<file path="config.mk">
export PLATFORM = sky130hd
export DESIGN_NAME = mem_wb_pipe_reg_flat
export DESIGN_NICKNAME = d
export VERILOG_FILES = /design/src/rtl/mips_pkg.sv /design/src/rtl/mem_wb_pipe_reg_if.sv /design/src/rtl/pipe_skid_buf.sv /design/src/rtl/mem_wb_pipe_reg.sv /design/src/flat_wrapper.sv
export SDC_FILE = /design/constraint.sdc
export NUM_CORES = 1
export LEC_CHECK = 0
export CAP_MARGIN = 30
export CORE_MARGIN = 2
export CORE_UTILIZATION = 45
export CTS_BUF_LIST = sky130_fd_sc_hd__clkbuf_16
export DETAILED_ROUTE_END_ITERATION = 8
export DONT_BUFFER_PORTS = 1
export GPL_TIMING_DRIVEN = 0
export PLACE_DENSITY = 0.66
export SLEW_MARGIN = 20
export SYNTH_ARGS = -nofsm -noshare
export SYNTH_HDL_FRONTEND = slang
export SYNTH_HIERARCHICAL = 1
export SYNTH_SLANG_ARGS = --single-unit
</file>
<file path="constraint.sdc">
create_clock -name clk -period 4.8 [get_ports clk]
set_input_delay 0.24 -clock clk [delete_from_list [all_inputs] [get_ports clk]]
set_output_delay 0.24 -clock clk [all_outputs]
set_load 0.01 [all_outputs]
</file>
<file path="src/rtl/mips_pkg.sv">
// Shared MIPS pipeline types: default widths, the $zero register index,
// the MEM->WB beat layout and the skid-buffer occupancy states.
package mips_pkg;

    localparam int unsigned MIPS_DATA_W     = 32;
    localparam int unsigned MIPS_REG_ADDR_W = 5;
    localparam int unsigned REG_ZERO        = 0;

    // Field order here is also the packing order used on the skid payload bus.
    typedef struct packed {
        logic [MIPS_DATA_W-1:0]     mem_data;
        logic [MIPS_DATA_W-1:0]     alu_data;
        logic [MIPS_REG_ADDR_W-1:0] wb_reg;
        logic                       reg_write;
        logic                       mem_to_reg;
    } wb_beat_t;

    typedef enum logic [1:0] {
        EMPTY = 2'd0,
        ONE   = 2'd1,
        TWO   = 2'd2
    } pipe_state_e;

endpackage

</file>
<file path="src/rtl/mem_wb_pipe_reg_if.sv">
// MEM->WB handshake bundle: upstream beat offer, downstream held beat and
// the qualified write-back outputs. The pipeline register takes the slave side.
interface mem_wb_pipe_reg_if import mips_pkg::*; #(
    parameter int unsigned DATA_W     = MIPS_DATA_W,
    parameter int unsigned REG_ADDR_W = MIPS_REG_ADDR_W
);
    logic                  in_valid;
    logic                  in_ready;
    logic [DATA_W-1:0]     mem_data_in;
    logic [DATA_W-1:0]     alu_data_in;
    logic [REG_ADDR_W-1:0] wb_reg_in;
    logic                  reg_write_in;
    logic                  mem_to_reg_in;

    logic                  out_valid;
    logic                  out_ready;
    logic [DATA_W-1:0]     mem_data_out;
    logic [DATA_W-1:0]     alu_data_out;
    logic [REG_ADDR_W-1:0] wb_reg_out;
    logic                  reg_write_out;
    logic [DATA_W-1:0]     wb_data_out;

    modport master (
        output in_valid, mem_data_in, alu_data_in, wb_reg_in, reg_write_in, mem_to_reg_in,
        output out_ready,
        input  in_ready,
        input  out_valid, mem_data_out, alu_data_out, wb_reg_out, reg_write_out, wb_data_out
    );

    modport slave (
        input  in_valid, mem_data_in, alu_data_in, wb_reg_in, reg_write_in, mem_to_reg_in,
        input  out_ready,
        output in_ready,
        output out_valid, mem_data_out, alu_data_out, wb_reg_out, reg_write_out, wb_data_out
    );
endinterface

</file>
<file path="src/rtl/pipe_skid_buf.sv">
// Generic 2-entry valid/ready skid buffer: main entry drives the output,
// skid entry catches the beat accepted while the output is stalled.
//
//  state | meaning
//  EMPTY | no beat held, out_valid=0, in_ready=1
//  ONE   | main holds a beat, skid empty
//  TWO   | main and skid both full, in_ready=0
module pipe_skid_buf import mips_pkg::*; #(
    parameter int unsigned W = 8
) (
    input  logic         clk,
    input  logic         rst,
    input  logic         flush,
    input  logic         in_valid,
    output logic         in_ready,
    input  logic [W-1:0] in_data,
    output logic         out_valid,
    input  logic         out_ready,
    output logic [W-1:0] out_data
);
    localparam logic [1:0] S_EMPTY = EMPTY;
    localparam logic [1:0] S_ONE   = ONE;
    localparam logic [1:0] S_TWO   = TWO;

    logic [1:0]   state_q, state_d;
    logic [W-1:0] main_q, main_d;
    logic [W-1:0] skid_q, skid_d;
    logic         accept;
    logic         drain;

    // Both handshake outputs decode straight from the state register.
    assign in_ready  = (state_q != S_TWO);
    assign out_valid = (state_q != S_EMPTY);
    assign out_data  = main_q;
    assign accept    = in_valid & in_ready;
    assign drain     = out_valid & out_ready;

    always_comb begin
        state_d = state_q;
        main_d  = main_q;
        skid_d  = skid_q;
        if (flush) begin
            state_d = S_EMPTY;
        end else begin
            case (state_q)
                S_EMPTY: begin
                    if (accept) begin
                        main_d  = in_data;
                        state_d = S_ONE;
                    end
                end
                S_ONE: begin
                    if (accept && drain) begin
                        main_d = in_data;
                    end else if (accept) begin
                        skid_d  = in_data;
                        state_d = S_TWO;
                    end else if (drain) begin
                        state_d = S_EMPTY;
                    end
                end
                S_TWO: begin
                    if (drain) begin
                        main_d  = skid_q;
                        state_d = S_ONE;
                    end
                end
                default: state_d = S_EMPTY;
            endcase
        end
    end

    always_ff @(posedge clk or posedge rst) begin
        if (rst) begin
            state_q <= S_EMPTY;
            main_q  <= '0;
            skid_q  <= '0;
        end else begin
            state_q <= state_d;
            main_q  <= main_d;
            skid_q  <= skid_d;
        end
    end
endmodule

</file>
<file path="src/rtl/mem_wb_pipe_reg.sv">
// MEM->WB pipeline register: skid-buffered beat, write-back data mux and $zero-qualified write enable.
// Optional stall cycle counter enabled by defining MEM_WB_STALL_CNT_EN.
module mem_wb_pipe_reg import mips_pkg::*; #(
    parameter int unsigned DATA_W     = MIPS_DATA_W,
    parameter int unsigned REG_ADDR_W = MIPS_REG_ADDR_W
) (
    input  logic              clk,
    input  logic              rst,
    input  logic              flush,
    mem_wb_pipe_reg_if.slave  bus
`ifdef MEM_WB_STALL_CNT_EN
    ,
    output logic [31:0]       stall_cnt
`endif
);
    localparam int unsigned BEAT_W = 2 * DATA_W + REG_ADDR_W + 2;

    logic [BEAT_W-1:0]     beat_in;
    logic [BEAT_W-1:0]     beat_out;
    logic                  in_ready;
    logic                  out_valid;
    logic [DATA_W-1:0]     mem_data_h;
    logic [DATA_W-1:0]     alu_data_h;
    logic [REG_ADDR_W-1:0] wb_reg_h;
    logic                  reg_write_h;
    logic                  mem_to_reg_h;

    assign beat_in = {bus.mem_data_in, bus.alu_data_in, bus.wb_reg_in,
                      bus.reg_write_in, bus.mem_to_reg_in};

    pipe_skid_buf #(.W(BEAT_W)) u_skid (
        .clk       (clk),
        .rst       (rst),
        .flush     (flush),
        .in_valid  (bus.in_valid),
        .in_ready  (in_ready),
        .in_data   (beat_in),
        .out_valid (out_valid),
        .out_ready (bus.out_ready),
        .out_data  (beat_out)
    );

    assign {mem_data_h, alu_data_h, wb_reg_h, reg_write_h, mem_to_reg_h} = beat_out;

    assign bus.in_ready      = in_ready;
    assign bus.out_valid     = out_valid;
    assign bus.mem_data_out  = mem_data_h;
    assign bus.alu_data_out  = alu_data_h;
    assign bus.wb_reg_out    = wb_reg_h;
    assign bus.wb_data_out   = mem_to_reg_h ? mem_data_h : alu_data_h;
    // Writes to $zero are dropped here so the register file never sees them.
    assign bus.reg_write_out = out_valid & reg_write_h & (wb_reg_h != REG_ADDR_W'(REG_ZERO));

`ifdef MEM_WB_STALL_CNT_EN
    logic [31:0] stall_cnt_q, stall_cnt_d;

    assign stall_cnt_d = (out_valid && !bus.out_ready) ? stall_cnt_q + 32'd1 : stall_cnt_q;

    always_ff @(posedge clk or posedge rst) begin
        if (rst) begin
            stall_cnt_q <= '0;
        end else begin
            stall_cnt_q <= stall_cnt_d;
        end
    end

    assign stall_cnt = stall_cnt_q;
`endif
endmodule

</file>
<file path="src/flat_wrapper.sv">
// flat-port wrapper written by rule: the top's interface ports become plain ports
module mem_wb_pipe_reg_flat import mips_pkg::*;
#(
    parameter int unsigned DATA_W     = MIPS_DATA_W,
    parameter int unsigned REG_ADDR_W = MIPS_REG_ADDR_W
)
  (clk, rst, flush, bus_in_valid, bus_mem_data_in, bus_alu_data_in, bus_wb_reg_in, bus_reg_write_in, bus_mem_to_reg_in, bus_out_ready, bus_in_ready, bus_out_valid, bus_mem_data_out, bus_alu_data_out, bus_wb_reg_out, bus_reg_write_out, bus_wb_data_out);
  mem_wb_pipe_reg_if #(.DATA_W(DATA_W), .REG_ADDR_W(REG_ADDR_W)) bus_i ();
  input  logic clk;
  input  logic rst;
  input  logic flush;
  input wire logic [$bits(bus_i.in_valid)-1:0] bus_in_valid;
  input wire logic [$bits(bus_i.mem_data_in)-1:0] bus_mem_data_in;
  input wire logic [$bits(bus_i.alu_data_in)-1:0] bus_alu_data_in;
  input wire logic [$bits(bus_i.wb_reg_in)-1:0] bus_wb_reg_in;
  input wire logic [$bits(bus_i.reg_write_in)-1:0] bus_reg_write_in;
  input wire logic [$bits(bus_i.mem_to_reg_in)-1:0] bus_mem_to_reg_in;
  input wire logic [$bits(bus_i.out_ready)-1:0] bus_out_ready;
  output wire logic [$bits(bus_i.in_ready)-1:0] bus_in_ready;
  output wire logic [$bits(bus_i.out_valid)-1:0] bus_out_valid;
  output wire logic [$bits(bus_i.mem_data_out)-1:0] bus_mem_data_out;
  output wire logic [$bits(bus_i.alu_data_out)-1:0] bus_alu_data_out;
  output wire logic [$bits(bus_i.wb_reg_out)-1:0] bus_wb_reg_out;
  output wire logic [$bits(bus_i.reg_write_out)-1:0] bus_reg_write_out;
  output wire logic [$bits(bus_i.wb_data_out)-1:0] bus_wb_data_out;
  assign bus_i.in_valid = bus_in_valid;
  assign bus_i.mem_data_in = bus_mem_data_in;
  assign bus_i.alu_data_in = bus_alu_data_in;
  assign bus_i.wb_reg_in = bus_wb_reg_in;
  assign bus_i.reg_write_in = bus_reg_write_in;
  assign bus_i.mem_to_reg_in = bus_mem_to_reg_in;
  assign bus_i.out_ready = bus_out_ready;
  assign bus_in_ready = bus_i.in_ready;
  assign bus_out_valid = bus_i.out_valid;
  assign bus_mem_data_out = bus_i.mem_data_out;
  assign bus_alu_data_out = bus_i.alu_data_out;
  assign bus_wb_reg_out = bus_i.wb_reg_out;
  assign bus_reg_write_out = bus_i.reg_write_out;
  assign bus_wb_data_out = bus_i.wb_data_out;
  mem_wb_pipe_reg #(.DATA_W(DATA_W), .REG_ADDR_W(REG_ADDR_W)) u_core (.clk(clk), .rst(rst), .flush(flush), .bus(bus_i));
endmodule
</file>
==> results of run 1 <==
-- final timing paths --
path	to	cells past startpoint
worst max register to register	u_core/u_skid/state_q[1]	5
worst max-delay path	u_core/u_skid/state_q[1]	5
min in group asynchronous	u_core/u_skid/out_data[27]	2
worst min register to register	u_core/u_skid/skid_q[5]	1
worst min-delay path	u_core/u_skid/out_data[39]	2
max in group asynchronous	u_core/u_skid/out_data[13]	3
-- stage by stage --
| step | area (µm²) | instances | utilization |
|---|---|---|---|
| 3_3_place_gp | 6870 | 616 | 0.474 |
| 6_report | 8160 | 721 | 0.564 |
| 3_5_place_dp | 6900 | 617 | 0.477 |
| 2_1_floorplan | 6640 | 432 | - |
| 5_1_grt | 8160 | 721 | 0.564 |
| 4_1_cts | 8160 | 721 | 0.564 |
-- per-layer routing --
metal	GRT usage	share of wire	wire (µm)
met5	0	0	0
met4	0.0654	0.015	218
met3	0.0727	0.073	1090
met2	0.329	0.49	7350
met1	0.240	0.42	6240
-- report_power, final --
part	internal, W	switching (W)
Sequential	0.00152	0.000264
Clock	0.000686	0.000464
Combinational	0.000419	0.000268
-- state kept, by name, summed over array words and instances (netlist names) --
| name | cells |
|---|---|
| u_core/u_skid/out_data | 71 |
| u_core/u_skid/skid_q | 71 |
| u_core/u_skid/state_q | 2 |
-- final cells by class --
class	count	area, µm²	area share
clock inverter	12	80.1	0.00981
clock buffer	17	425	0.0521
buffer	26	155	0.0190
timing repair buffer	76	778	0.0954
inverter	2	15.0	0.00184
sequential	144	3600	0.442
tap	184	230	0.0282
multi-input combinational	260	2870	0.352
-- cell families after synthesis --
group,synth area share
compound gates,0.00678
mux,0.417
flops,0.543
buf+inv,0.0245
simple gates,0.00886
-- layout by cell type, fill, tap and decap left out, drive strengths merged --
| master | n |
|---|---|
| clkinv | 9 |
| dlygate4sd3 | 75 |
| mux2 | 245 |
| clkinvlp | 1 |
| nor4b | 1 |
| nor2 | 1 |
| inv | 3 |
| nor2b | 1 |
| clkbuf | 30 |
| buf | 14 |
| or3 | 1 |
| mux2i | 1 |
| bufinv | 1 |
| o21ba | 1 |
| or3b | 1 |
| or2 | 1 |
| a21oi | 1 |
| nand2 | 2 |
| or4bb | 1 |
| o31ai | 2 |
| dfrtp | 144 |
| o311a | 1 |
-- timing repair --
action	CTS	global route
setup buffers	0	0
hold buffers	75	0
endpoints found under the hold margin	140	0
==> impl_metrics.yaml, run 1 <==
timing:
  fmax_mhz: 450
  setup_violations: 0
  fin_worst_skew_ns: 0.00612
  hold_violations: 0
  tightest_slew_ns: 0.703
  finalCriticalPeriod_ns: 2.22
  min_period_over_period: 0.463
  layout_setup_ws_ns: 2.58
  slew_violations: 0
  holdWs_ns: 0.0872
  setup-tns-final_ns: 0
  rsz0062_at_grt: "no"
  slew_headroom: 0.532
hold_path:
  min_path_type: "input pin to flip-flop"
  min-delay-start: "bus_mem_data_in[0]"
critical_path:
  r2r_slack_ns: 2.58
  path_max_fanout: 10
  cp.arrival_ns: 2.57
  crit_start: "u_core/u_skid/state_q[1]"
  cp-end-kind: "flip-flop"
  cp_top_family: "buffers and inverters"
  crit_path_start_kind: "flip-flop"
  slowest_delay_ns: 0.57
  required_ns: 5.15
  worstPathCellList: "nor4b_1, nand2_1, clkbuf_1, o31ai_1, dlygate4sd3_1"
  rr_startpoint: "u_core/u_skid/state_q[1]"
  path_buf_inv: 2
  critical_path_class: "flip-flop to flip-flop"
  cp_slowest_cell: "dlygate4sd3_1"
detailed_routing:
  drc: 0
  wl_per_cell_um: 20.7
  dr.pass1.iters: 4
  ant_nets: 0
  post_drt_via_cell_ratio: 5.48
  drtIter0Drc: 155
  wl_um: 14900
  num_vias: 3948
clock_tree:
  cts_resized: 0
  cts_root_buf: "clkbuf_16"
  clockBufferDepth: 2
  cts_buffers: 17
  cts_tree: "done"
  clock_latency_ns: 0.41
  clk_pin_slew_ns: 0.05
  htreeDepth: 4
  cts.sinks: 144
finish:
  n_antenna_cell: 0
  drive_gt1_frac: 0.531
  fillers: 1163
  final_nets: 603
  area_growth_syn_to_layout_pct: 22.9
floorplan:
  die_w_um: 125
  dieArea_um2: 15700
  num_rows: 44
  ios: 180
  die_h_um: 125
  initial_utilization: 0.459
  core_um2: 14500
synth:
  yosysTopAreaCell: "dfrtp_1"
  netlist_instances: 432
  synth_area_leaders: "dfrtp_1 54%, mux2_2 41%, buf_4 0.79%, mux2_1 0.68%, clkbuf_1 0.62%"
  synth-edff-count: 0
  yosysWarnings: 6
  synth_nets: 508
  synth_commonest_cells: "241 x mux2_2, 144 x dfrtp_1, 11 x clkbuf_1, 7 x buf_4"
  yosysSeqAreaShare: 0.543
  synth_top_flop_cell: "dfrtp_1"
  ys_types: 24
  ys_ff_latch: 144
  async_flop_share: 1.00
  yosysTopAreaCellShare: 0.543
  avgSynthCellArea_um2: 15.4
  syn_area_um2: 6640
  yosysMostFrequentCell: "mux2_2"
placement:
  dp_hpwl_um: 9670
  preCtsSetupSlack_ns: 2.64
  gp_congestion: 0.712
  port_buffers: 0
global_routing:
  grt_max_degree: 78
  grt_pass1_vias: 4554
  track_usage: 0.198
  antenna_found_initial: 0
  grt_pass1_wl_um: 24100
  grt.overflow.total: 0
power:
  total_power_w: 0.00362
  peakVddDrop_mv: 0.259
  power_density_nw_per_um2: 444
  p_leak_nw: 3.45
run:
  maxCapViolCount: 0
status:
  outcome: "completed"
(Power assumes the default switching activity.)
==> run 2, diff against run 1 <==
--- a/config.mk
+++ b/config.mk
@@ -12,7 +12,7 @@
 export DETAILED_ROUTE_END_ITERATION = 8
 export DONT_BUFFER_PORTS = 1
 export GPL_TIMING_DRIVEN = 0
-export PLACE_DENSITY = 0.66
+export PLACE_DENSITY = 0.68
 export SLEW_MARGIN = 20
 export SYNTH_ARGS = -nofsm -noshare
 export SYNTH_HDL_FRONTEND = slang
==> constraint.sdc (replaced) <==
create_clock -name clk -period 2 [get_ports clk]
set_input_delay 0.1 -clock clk [delete_from_list [all_inputs] [get_ports clk]]
set_output_delay 0.1 -clock clk [all_outputs]
set_load 0.01 [all_outputs]
==> run 2 against run 1 <==
  * Via count is 0.30% higher
  * Power rose to 2.6 times the previous value
  * Sequential power up 140%
  * Clock power grew to 2.9 times the previous value
  * Non-clock buffer count increased by 4
  * Critical path depth fell by 1
  * Global-route usage about the same
  * Highest routed layer unchanged
==> impl_metrics.yaml, run 2 (synthesis results as in run 1) <==
timing:
  slew_headroom: 0.672
  hold_violations: 0
  tightest_slew_ns: 0.491
  fin_worst_skew_ns: 0.00650
  finalCriticalPeriod_ns: 1.95
  rsz0062_at_grt: "yes"
  layout_setup_ws_ns: 0.0497
  min_period_over_period: 0.975
  setup_violations: 0
  slew_violations: 0
  setup-tns-final_ns: 0
  fmax_mhz: 513
finish:
  area_growth_syn_to_layout_pct: 26.3
  fin_cells: 726
  fillers: 1142
  final_area_um2: 8390
  drive_gt1_frac: 0.561
  n_antenna_cell: 0
  final_common_cell: "mux2_2"
  final_nets: 607
  layout_common_cells: "241 x mux2_2, 144 x dfrtp_1, 75 x dlygate4sd3_1"
placement:
  dp_hpwl_um: 10100
  preCtsSetupSlack_ns: -0.159
  place_inst: 621
  placed_area_um2: 6980
  gp_congestion: 0.731
  port_buffers: 0
global_routing:
  grt_pass1_vias: 4520
  track_usage: 0.198
  grt_pass1_wl_um: 24300
  grt.overflow.total: 0
  antenna_found_initial: 0
  grt_max_degree: 30
hold_path:
  min_path_type: "input pin to flip-flop"
floorplan:
  num_rows: 44
  dieArea_um2: 15700
  initial_utilization: 0.459
  die_h_um: 125
  ios: 180
  core_um2: 14500
  die_w_um: 125
clock_tree:
  cts_setup_buffers: 0
  cts.sinks: 144
  cts_root_buf: "clkbuf_16"
  htreeDepth: 4
  cts_tree: "done"
  cts_buffers: 17
  clockBufferDepth: 2
  clock_latency_ns: 0.42
  clk_pin_slew_ns: 0.06
critical_path:
  critical_path_class: "flip-flop to flip-flop"
  cp-end-kind: "flip-flop"
  cp.arrival_ns: 2.25
  path_max_fanout: 10
  crit_path_start_kind: "flip-flop"
  required_ns: 2.30
power:
  peakVddDrop_mv: 0.990
  power_density_nw_per_um2: 1120
  p_leak_nw: 3.58
detailed_routing:
  ant_nets: 0
  drtIter0Drc: 147
  dr.pass1.iters: 4
  drc: 0
  wl_um: 14800
  num_vias: 3960
  wl_per_cell_um: 20.4
  post_drt_via_cell_ratio: 5.45
run:
  maxCapViolCount: 0
status:
  outcome: "completed"
[run 2: metrics by stage]
stage	utilization	hold WS, ns	total power, W
after global placement	0.475	0.202	0.00578
after detailed placement	0.482	0.0194	0.00591
after CTS	0.578	0.0408	0.00945
final	0.579	0.0565	0.00935
after floorplan	-	0.198	0.00549
after global routing	0.579	0.0526	0.00981
[run 2: power by group]
part / total (W) / switching, W / leakage, nW / internal [W]
registers: 0.00429 / 0.000648 / 1.73 / 0.00364
logic: 0.00170 / 0.000673 / 1.54 / 0.00103
clock network: 0.00336 / 0.00118 / 0.305 / 0.00218
total: 0.00935 / 0.00250 / 3.58 / 0.00685
[run 2: area by class of cell]
cell class,instances,area [µm²],area share
Sequential cell,144,3600,0.430
Tap cell,184,230,0.0275
Inverter,2,11.3,0.00134
Multi-Input combinational cell,260,2880,0.344
Clock buffer,17,425,0.0507
Buffer,26,180,0.0215
Clock inverter,13,196,0.0234
Timing Repair Buffer,80,858,0.102
[run 2: timing repair]
item                       in CTS  in global routing
hold endpoints to repair      216                  0
hold buffers                   75                  0
gates cloned                    0                  0
setup endpoints to repair      70                139
gates resized for setup         5                 21
[run 2: worst paths after layout]
check,slack [ns],cells past startpoint,startpoint,to
setup / recovery,0.05,4,u_core/u_skid/state_q[1],u_core/u_skid/out_data[52]
hold / removal,0.06,2,flush,u_core/u_skid/out_data[60]
setup reg to reg,0.05,4,u_core/u_skid/state_q[1],u_core/u_skid/out_data[52]
hold reg to reg,0.50,1,u_core/u_skid/skid_q[1],u_core/u_skid/skid_q[1]
max in group asynchronous,0.92,5,rst,u_core/u_skid/skid_q[7]
min in group asynchronous,0.19,2,rst,u_core/u_skid/out_data[52]
[run 2: critical path, cell delays in order, from the launching register on]
cell     delay, ns
dfrtp_1       0.43
or4bb_1       0.58
o31ai_4       0.15
buf_4         0.30
mux2_2        0.36
[run 2: routing by layer]
layer	part of all wire	vias up	wire length (µm)	global-route usage
met3	0.057	9	839	0.0625
met2	0.51	119	7560	0.338
met4	0.0080	0	118	0.0582
li1	-	1775	-	-
met1	0.43	2057	6330	0.242
met5	0	-	0	0
